<file path="config.mk">
export PLATFORM = sky130hd
export DESIGN_NAME = vic_raster_timing_flat
export DESIGN_NICKNAME = d
export VERILOG_FILES = /design/src/rtl/vic_pkg.sv /design/src/rtl/vic_raster_timing_if.sv /design/src/rtl/vic_raster_irq.sv /design/src/rtl/vic_raster_timing.sv /design/src/flat_wrapper.sv
export SDC_FILE = /design/constraint.sdc
export NUM_CORES = 1
export LEC_CHECK = 0
export ABC_CLOCK_PERIOD_IN_PS = 2300
export BUFFER_PORTS_ARGS = -buffer_cell sky130_fd_sc_hd__buf_2
export CAP_MARGIN = 20
export CORE_MARGIN = 3
export CORE_UTILIZATION = 40
export CTS_BUF_LIST = sky130_fd_sc_hd__clkbuf_4 sky130_fd_sc_hd__clkbuf_8 sky130_fd_sc_hd__clkbuf_16
export CTS_CLUSTER_DIAMETER = 200
export CTS_CLUSTER_SIZE = 25
export DETAILED_ROUTE_END_ITERATION = 12
export GPL_TIMING_DRIVEN = 0
export MAX_ROUTING_LAYER = met4
export PLACE_DENSITY_LB_ADDON = 0.05
export SETUP_SLACK_MARGIN = 0.02
export SLEW_MARGIN = 25
export SYNTH_ARGS = -nofsm -noshare
export SYNTH_HDL_FRONTEND = slang
export SYNTH_HIERARCHICAL = 1
export SYNTH_SLANG_ARGS = --single-unit
</file>
<file path="constraint.sdc">
create_clock -name clk -period 2.3 [get_ports clk]
set_clock_uncertainty 0.15 [all_clocks]
set_input_delay 0.115 -clock clk [delete_from_list [all_inputs] [get_ports clk]]
set_output_delay 0.115 -clock clk [all_outputs]
set_load 0.01 [all_outputs]
</file>
<file path="src/rtl/vic_pkg.sv">
// PAL 6569 / NTSC 6567 raster geometry sets and a width helper.
// Constants only; no logic and no latency.
package vic_pkg;

  localparam int VIC_DOTS_PER_CYCLE   = 8;
  localparam int VIC_DMA_FIRST        = 48;
  localparam int VIC_DMA_LAST         = 247;

  localparam int PAL_CYCLES_PER_LINE  = 63;
  localparam int PAL_LINES_PER_FRAME  = 312;
  localparam int PAL_HS_START         = 58;
  localparam int PAL_HS_END           = 62;
  localparam int PAL_VS_START         = 300;
  localparam int PAL_VS_END           = 303;

  localparam int NTSC_CYCLES_PER_LINE = 65;
  localparam int NTSC_LINES_PER_FRAME = 263;
  localparam int NTSC_HS_START        = 60;
  localparam int NTSC_HS_END          = 64;
  localparam int NTSC_VS_START        = 13;
  localparam int NTSC_VS_END          = 16;

  localparam int RASTER_W_DEFAULT     = 9;

  // Width of a counter that must hold 0..value-1; never returns less than 1.
  function automatic int clog2(input int value);
    int r;
    r = 1;
    for (int i = 1; i < 31; i++) begin
      if ((1 << i) < value) r = i + 1;
    end
    return r;
  endfunction

endpackage

</file>
<file path="src/rtl/vic_raster_timing_if.sv">
// Register-side controls in, timing strobes and counters out.
// master drives the controls; slave is the timing core.
interface vic_raster_timing_if #(
  parameter int RASTER_W = 9,
  parameter int DOT_W    = 3
);
  logic                i_den;
  logic [2:0]          i_yscroll;
  logic                i_cmp_we;
  logic [RASTER_W-1:0] i_cmp_value;
  logic                i_irq_en;
  logic                i_irq_ack;

  logic                o_phi0;
  logic                o_phi0_rise;
  logic [DOT_W-1:0]    o_dot;
  logic [6:0]          o_cycle;
  logic [RASTER_W-1:0] o_raster;
  logic                o_line_start;
  logic                o_frame_start;
  logic                o_hsync;
  logic                o_vsync;
  logic                o_badline;
  logic                o_irq_flag;
  logic                o_irq;

  modport master (
    output i_den, i_yscroll, i_cmp_we, i_cmp_value, i_irq_en, i_irq_ack,
    input  o_phi0, o_phi0_rise, o_dot, o_cycle, o_raster, o_line_start,
           o_frame_start, o_hsync, o_vsync, o_badline, o_irq_flag, o_irq
  );

  modport slave (
    input  i_den, i_yscroll, i_cmp_we, i_cmp_value, i_irq_en, i_irq_ack,
    output o_phi0, o_phi0_rise, o_dot, o_cycle, o_raster, o_line_start,
           o_frame_start, o_hsync, o_vsync, o_badline, o_irq_flag, o_irq
  );
endinterface

</file>
<file path="src/rtl/vic_raster_irq.sv">
// Raster compare register and IRQ flag; flag and enable are registered (1 clk),
// a set in the same clk as an ack wins.
module vic_raster_irq #(
  parameter int RASTER_W = 9
) (
  input  logic                clk,
  input  logic                reset,
  input  logic                line_start,
  input  logic [RASTER_W-1:0] raster,
  input  logic                cmp_we,
  input  logic [RASTER_W-1:0] cmp_value,
  input  logic                irq_en,
  input  logic                irq_ack,
  output logic                irq_flag,
  output logic                irq
);

  logic [RASTER_W-1:0] cmp;
  logic [RASTER_W-1:0] cmp_eff;
  logic                irq_en_q;
  logic                irq_set;

  // A write lands in the same clk it is compared, so a write matching the
  // current line fires immediately unless that line already matched.
  assign cmp_eff = cmp_we ? cmp_value : cmp;
  assign irq_set = (line_start && (raster == cmp_eff)) ||
                   (cmp_we && (cmp_value == raster) && (cmp != raster));

  always_ff @(posedge clk) begin
    if (reset) begin
      cmp      <= '0;
      irq_flag <= 1'b0;
      irq_en_q <= 1'b0;
    end else begin
      if (cmp_we) cmp <= cmp_value;
      irq_en_q <= irq_en;
      if (irq_set)      irq_flag <= 1'b1;
      else if (irq_ack) irq_flag <= 1'b0;
    end
  end

  assign irq = irq_flag & irq_en_q;

endmodule

</file>
<file path="src/rtl/vic_raster_timing.sv">
// Dot/cycle/line counter chain with phi0, sync, strobes, badline and raster IRQ.
// All outputs decode from registers except o_badline, which also follows i_yscroll.
module vic_raster_timing
  import vic_pkg::*;
#(
  parameter int DOTS_PER_CYCLE  = VIC_DOTS_PER_CYCLE,
  parameter int CYCLES_PER_LINE = PAL_CYCLES_PER_LINE,
  parameter int LINES_PER_FRAME = PAL_LINES_PER_FRAME,
  parameter int RASTER_W        = RASTER_W_DEFAULT,
  parameter int HS_START        = PAL_HS_START,
  parameter int HS_END          = PAL_HS_END,
  parameter int VS_START        = PAL_VS_START,
  parameter int VS_END          = PAL_VS_END,
  parameter int DMA_FIRST       = VIC_DMA_FIRST,
  parameter int DMA_LAST        = VIC_DMA_LAST
) (
  input logic clk,
  input logic reset,
  vic_raster_timing_if.slave bus
);

  localparam int DOT_W = clog2(DOTS_PER_CYCLE);

  localparam logic [DOT_W-1:0]    DOT_LAST  = DOT_W'(DOTS_PER_CYCLE - 1);
  localparam logic [DOT_W-1:0]    DOT_HALF  = DOT_W'(DOTS_PER_CYCLE / 2);
  localparam logic [6:0]          CYC_LAST  = 7'(CYCLES_PER_LINE - 1);
  localparam logic [6:0]          HS_LO     = 7'(HS_START);
  localparam logic [6:0]          HS_HI     = 7'(HS_END);
  localparam logic [RASTER_W-1:0] LINE_LAST = RASTER_W'(LINES_PER_FRAME - 1);
  localparam logic [RASTER_W-1:0] VS_LO     = RASTER_W'(VS_START);
  localparam logic [RASTER_W-1:0] VS_HI     = RASTER_W'(VS_END);
  localparam logic [RASTER_W-1:0] DMA_LO    = RASTER_W'(DMA_FIRST);
  localparam logic [RASTER_W-1:0] DMA_HI    = RASTER_W'(DMA_LAST);

  logic [DOT_W-1:0]    dot;
  logic [6:0]          cycle;
  logic [RASTER_W-1:0] raster;
  logic                den_latch;
  logic                dot_wrap;
  logic                cycle_wrap;
  logic                line_start;
  logic                frame_start;

  assign dot_wrap    = (dot == DOT_LAST);
  assign cycle_wrap  = dot_wrap && (cycle == CYC_LAST);
  assign line_start  = (dot == '0) && (cycle == '0);
  assign frame_start = line_start && (raster == '0);

  always_ff @(posedge clk) begin
    if (reset) begin
      dot    <= '0;
      cycle  <= '0;
      raster <= '0;
    end else begin
      dot <= dot_wrap ? '0 : dot + 1'b1;
      if (dot_wrap)
        cycle <= (cycle == CYC_LAST) ? '0 : cycle + 1'b1;
      if (cycle_wrap)
        raster <= (raster == LINE_LAST) ? '0 : raster + 1'b1;
    end
  end

  // Frame start clears after a line-DMA_FIRST set so only the degenerate
  // DMA_FIRST=0 geometry ever sees both at once.
  always_ff @(posedge clk) begin
    if (reset)                                      den_latch <= 1'b0;
    else if (frame_start)                           den_latch <= 1'b0;
    else if ((raster == DMA_LO) && bus.i_den)       den_latch <= 1'b1;
  end

  vic_raster_irq #(.RASTER_W(RASTER_W)) u_irq (
    .clk        (clk),
    .reset      (reset),
    .line_start (line_start),
    .raster     (raster),
    .cmp_we     (bus.i_cmp_we),
    .cmp_value  (bus.i_cmp_value),
    .irq_en     (bus.i_irq_en),
    .irq_ack    (bus.i_irq_ack),
    .irq_flag   (bus.o_irq_flag),
    .irq        (bus.o_irq)
  );

  assign bus.o_dot         = dot;
  assign bus.o_cycle       = cycle;
  assign bus.o_raster      = raster;
  assign bus.o_phi0        = (dot >= DOT_HALF);
  assign bus.o_phi0_rise   = (dot == DOT_HALF);
  assign bus.o_line_start  = line_start;
  assign bus.o_frame_start = frame_start;
  assign bus.o_hsync       = (cycle >= HS_LO) && (cycle < HS_HI);
  assign bus.o_vsync       = (raster >= VS_LO) && (raster < VS_HI);
  assign bus.o_badline     = den_latch && (raster >= DMA_LO) && (raster <= DMA_HI) &&
                             (raster[2:0] == bus.i_yscroll);

endmodule
</file>
<file path="src/flat_wrapper.sv">
// flat-port wrapper written by rule: the top's interface ports become plain ports
module vic_raster_timing_flat import vic_pkg::*;
#(
  parameter int DOTS_PER_CYCLE  = VIC_DOTS_PER_CYCLE,
  parameter int CYCLES_PER_LINE = PAL_CYCLES_PER_LINE,
  parameter int LINES_PER_FRAME = PAL_LINES_PER_FRAME,
  parameter int RASTER_W        = RASTER_W_DEFAULT,
  parameter int HS_START        = PAL_HS_START,
  parameter int HS_END          = PAL_HS_END,
  parameter int VS_START        = PAL_VS_START,
  parameter int VS_END          = PAL_VS_END,
  parameter int DMA_FIRST       = VIC_DMA_FIRST,
  parameter int DMA_LAST        = VIC_DMA_LAST
)
  (clk, reset, bus_i_den, bus_i_yscroll, bus_i_cmp_we, bus_i_cmp_value, bus_i_irq_en, bus_i_irq_ack, bus_o_phi0, bus_o_phi0_rise, bus_o_dot, bus_o_cycle, bus_o_raster, bus_o_line_start, bus_o_frame_start, bus_o_hsync, bus_o_vsync, bus_o_badline, bus_o_irq_flag, bus_o_irq);
  vic_raster_timing_if #(.RASTER_W(RASTER_W)) bus_i ();
  input logic clk;
  input logic reset;
  input wire logic [$bits(bus_i.i_den)-1:0] bus_i_den;
  input wire logic [$bits(bus_i.i_yscroll)-1:0] bus_i_yscroll;
  input wire logic [$bits(bus_i.i_cmp_we)-1:0] bus_i_cmp_we;
  input wire logic [$bits(bus_i.i_cmp_value)-1:0] bus_i_cmp_value;
  input wire logic [$bits(bus_i.i_irq_en)-1:0] bus_i_irq_en;
  input wire logic [$bits(bus_i.i_irq_ack)-1:0] bus_i_irq_ack;
  output wire logic [$bits(bus_i.o_phi0)-1:0] bus_o_phi0;
  output wire logic [$bits(bus_i.o_phi0_rise)-1:0] bus_o_phi0_rise;
  output wire logic [$bits(bus_i.o_dot)-1:0] bus_o_dot;
  output wire logic [$bits(bus_i.o_cycle)-1:0] bus_o_cycle;
  output wire logic [$bits(bus_i.o_raster)-1:0] bus_o_raster;
  output wire logic [$bits(bus_i.o_line_start)-1:0] bus_o_line_start;
  output wire logic [$bits(bus_i.o_frame_start)-1:0] bus_o_frame_start;
  output wire logic [$bits(bus_i.o_hsync)-1:0] bus_o_hsync;
  output wire logic [$bits(bus_i.o_vsync)-1:0] bus_o_vsync;
  output wire logic [$bits(bus_i.o_badline)-1:0] bus_o_badline;
  output wire logic [$bits(bus_i.o_irq_flag)-1:0] bus_o_irq_flag;
  output wire logic [$bits(bus_i.o_irq)-1:0] bus_o_irq;
  assign bus_i.i_den = bus_i_den;
  assign bus_i.i_yscroll = bus_i_yscroll;
  assign bus_i.i_cmp_we = bus_i_cmp_we;
  assign bus_i.i_cmp_value = bus_i_cmp_value;
  assign bus_i.i_irq_en = bus_i_irq_en;
  assign bus_i.i_irq_ack = bus_i_irq_ack;
  assign bus_o_phi0 = bus_i.o_phi0;
  assign bus_o_phi0_rise = bus_i.o_phi0_rise;
  assign bus_o_dot = bus_i.o_dot;
  assign bus_o_cycle = bus_i.o_cycle;
  assign bus_o_raster = bus_i.o_raster;
  assign bus_o_line_start = bus_i.o_line_start;
  assign bus_o_frame_start = bus_i.o_frame_start;
  assign bus_o_hsync = bus_i.o_hsync;
  assign bus_o_vsync = bus_i.o_vsync;
  assign bus_o_badline = bus_i.o_badline;
  assign bus_o_irq_flag = bus_i.o_irq_flag;
  assign bus_o_irq = bus_i.o_irq;
  vic_raster_timing #(.DOTS_PER_CYCLE(DOTS_PER_CYCLE), .CYCLES_PER_LINE(CYCLES_PER_LINE), .LINES_PER_FRAME(LINES_PER_FRAME), .RASTER_W(RASTER_W), .HS_START(HS_START), .HS_END(HS_END), .VS_START(VS_START), .VS_END(VS_END), .DMA_FIRST(DMA_FIRST), .DMA_LAST(DMA_LAST)) u_core (.clk(clk), .reset(reset), .bus(bus_i));
endmodule
</file>
==> impl_metrics.py <==
metrics = {
    "run_status": {
        "status": "finished, final reports clean",
    },
    "worst_setup_path": {
        "arrival_ps": 1920,
        "r2r-end": "u_core/bus.o_raster[5]$_SDFFE_PP0P_",
        "start_kind": "flip-flop",
        "critical_path_class": "reg2out",
        "rrSetupSlack_ps": 270,
        "r2r_cells": 5,
        "cp_max_fo": 7,
        "r2r_start": "u_core/bus.o_raster[0]$_SDFFE_PP0P_",
        "required_ps": 2040,
        "cp-end-kind": "primary output",
    },
    "timing": {
        "min_period_ps": 2190,
        "final-hold-violation-count": 0,
        "drv_slew": 0,
        "max_freq_ghz": 0.457,
        "rsz0062_at_grt": "no",
        "relSlewSlack_pct": 66.3,
        "final.period_utilization_pct": 95.2,
        "tns_ps": 0,
        "setup_viol": 0,
        "tightest_slew_ps": 505,
    },
    "clock_tree": {
        "clkTransAtPathRegs_ps": 70,
        "cts.path.max_buffers": 2,
        "cts_tree": "done",
        "root_buffer": "clkbuf_8",
        "cts_sinks": 31,
        "clock_latency_ps": 280,
        "htreeDepth": 2,
        "cts_made_buffers": 5,
    },
    "grt": {
        "grt_pass1_vias": 1570,
        "grt_use_total_pct": 18.7,
        "antenna_found_initial": 0,
        "grt-ovfl-total": 0,
        "grt_max_degree": 12,
        "grt_pass1_wl_um": 7690,
    },
    "floorplanning": {
        "rows": 24,
        "die_y_um": 74.5,
        "io_pins": 46,
        "dieWidth_um": 74.5,
        "initial_core_util_pct": 42.2,
        "dieArea_mm2": 0.00554,
        "core_mm2": 0.00444,
    },
    "min_path": {
        "min_from": "bus_i_cmp_value[8]",
        "worstHoldPathCells": 3,
        "hp-class": "in2reg",
        "whs_endpoint": "u_core/u_irq/cmp[8]$_SDFF_PP0_",
    },
    "layout": {
        "n_antenna_cell": 0,
        "nets": 303,
        "drive_above_1_share_pct": 23.8,
        "finalNonFillerCells": 329,
        "num-fill-cells": 455,
        "layout_common_cells": "buf_2, dfxtp_1, xnor2_1, nor2_1, xor2_1",
        "synthToLayoutAreaGrowth_pct": 25.8,
        "postLayoutCellArea_mm2": 0.00236,
        "layout_commonest_cell": "buf_2",
    },
    "synth": {
        "async_reset_ff_share_pct": 0,
        "synth_compound_area_share_pct": 8.28,
        "synth_fa_ha_area_share_pct": 5.34,
        "synth_edf_count": 0,
        "yosys_warnings": 6,
        "syn_inst": 216,
        "yosys.cell_types.count": 39,
        "yosys-mux-area-fraction_pct": 4.81,
        "avgSynthCellArea_um2": 8.68,
        "synth_fp_nets": 242,
        "synth-xor-area-share_pct": 16.8,
        "yosys_most_used_dff": "dfxtp_1",
        "synth.cell_area_mm2": 0.00187,
        "synth_top_family_by_area": "simple AND/OR/NAND/NOR gates",
        "ys_ff_latch": 31,
        "yosysSeqAreaShare_pct": 33.1,
        "yosys.area_share.simple_pct": 26.7,
    },
    "detailed_routing": {
        "drc": 0,
        "wl_um": 4820,
        "num_vias": 1713,
        "drt_iter0_drc": 84,
        "ant_nets": 0,
        "vias_per_cell": 5.21,
        "post_drt_wl_per_cell_um": 14.7,
        "first_pass_iters": 4,
    },
    "run": {
        "maxCapViolCount": 0,
    },
    "placement": {
        "place.port_buffers": 44,
        "placedCellCount": 312,
        "placed_area_mm2": 0.00216,
        "routabilityCongestion": 0.842,
        "dp_hpwl_um": 3480,
    },
    "power": {
        "power.density_mw_per_mm2": 492,
        "peakVddDrop_mv": 0.212,
        "power_leakage_nw": 1.02,
    },
}
kinds of logic after synthesis:
group / Yosys count
xor+xnor: 36
mux: 9
flops: 31
fa+ha+maj: 8
compound gates: 24
simple gates: 87
buf+inv: 21
where the power goes:
part	switching [mW]	total (mW)	internal, mW	leakage (nW)
sequential	0.0108	0.563	0.552	0.253
combinational	0.0758	0.158	0.0822	0.716
clock	0.204	0.438	0.235	0.0470
total	0.291	1.16	0.869	1.02
synth_stat cells (all sizes together) (2+ instances only):
cell type / count / area, um2
o32ai: 3 / 26.3
xor2: 13 / 114
nor4: 5 / 37.5
and3: 4 / 26.3
xnor2: 23 / 201
nand3: 7 / 35.0
mux2i: 9 / 90.1
or4: 4 / 33.8
nor2: 15 / 56.3
dfxtp: 31 / 621
or3: 5 / 31.3
ha: 8 / 100
nand4: 11 / 68.8
inv: 10 / 37.5
nand2: 9 / 33.8
nor3b: 3 / 22.5
clkbuf: 7 / 26.3
buf: 4 / 28.8
o31ai: 3 / 22.5
nor3: 9 / 45.0
o21ai: 3 / 15.0
nand2b: 5 / 31.3
and2: 5 / 32.5
and4b: 2 / 20.0
a41oi: 2 / 17.5
a21oi: 10 / 50.1
cell type report:
class                           instances  area (um2)  area share, %
Multi-Input combinational cell        164        1170           49.7
Clock inverter                          1        5.00          0.212
Inverter                               10        37.5           1.59
Sequential cell                        31         623           26.4
Tap cell                               52        65.1           2.76
Buffer                                 11        55.1           2.34
Timing Repair Buffer                   54         318           13.5
Clock buffer                            6        82.6           3.50
critical path, stage by stage, from the launching register on:
cell and delay [ps]:
dfxtp_1 370, inv_2 100, ha_1 130, or4bb_1 540, nor2_4 140, and4_4 230
buf_2 130
worst max path at each step:
stage / startpoint / end / slack (ps) / depth (start not counted)
2_1_floorplan: u_core/bus.o_cycle[0]$_SDFFE_PP0P_ / u_core/den_latch$_SDFFE_PP0P_ / 360 / 6
3_3_place_gp: u_core/bus.o_cycle[0]$_SDFFE_PP0P_ / bus_o_frame_start / 140 / 6
3_5_place_dp: u_core/bus.o_cycle[0]$_SDFFE_PP0P_ / bus_o_frame_start / 160 / 6
4_1_cts: u_core/bus.o_cycle[0]$_SDFFE_PP0P_ / bus_o_frame_start / 40 / 6
5_1_grt: u_core/bus.o_cycle[0]$_SDFFE_PP0P_ / bus_o_frame_start / 20 / 6
6_report: u_core/bus.o_cycle[0]$_SDFFE_PP0P_ / bus_o_frame_start / 110 / 6
routing by layer:
| layer | part of all wire (%) | up-vias | GRT usage (%) |
|---|---|---|---|
| met5 | 0 | - | - |
| met4 | 1.1 | 0 | 5.93 |
| met3 | 4.0 | 6 | 4.05 |
| met2 | 45 | 38 | 27.5 |
| met1 | 50 | 783 | 25.6 |
| li1 | - | 886 | - |
state kept, by name (all words and copies together) (netlist names):
| name | count |
|---|---|
| u_core/bus.o_raster | 9 |
| u_core/u_irq/irq_en_q | 1 |
| u_core/u_irq/cmp | 9 |
| u_core/u_irq/irq_flag | 1 |
| u_core/bus.o_cycle | 7 |
| u_core/den_latch | 1 |
| u_core/bus.o_dot | 3 |
per-stage QoR:
stage / utilization, % / worst slack (ps) / power [mW] / hold WS [ps]
4_1_cts: 52.9 / 43.3 / 1.17 / 1.06
2_1_floorplan: - / 358 / 0.662 / 36.6
6_report: 53.0 / 111 / 1.16 / 9.81
3_3_place_gp: 48.6 / 145 / 0.712 / 169
5_1_grt: 53.0 / 21.4 / 1.22 / 26.8
3_5_place_dp: 48.6 / 163 / 0.713 / 174
timing repair:
item                                   in CTS  in global routing
pin swaps                                   1                  0
gates resized for setup                     2                  4
setup endpoints to repair                   1                  2
hold buffers                                9                  0
gates cloned                                0                  0
buffers inserted                            1                  0
endpoints found under the hold margin       8                  0
Note: power is estimated with default switching activity, not from simulation.
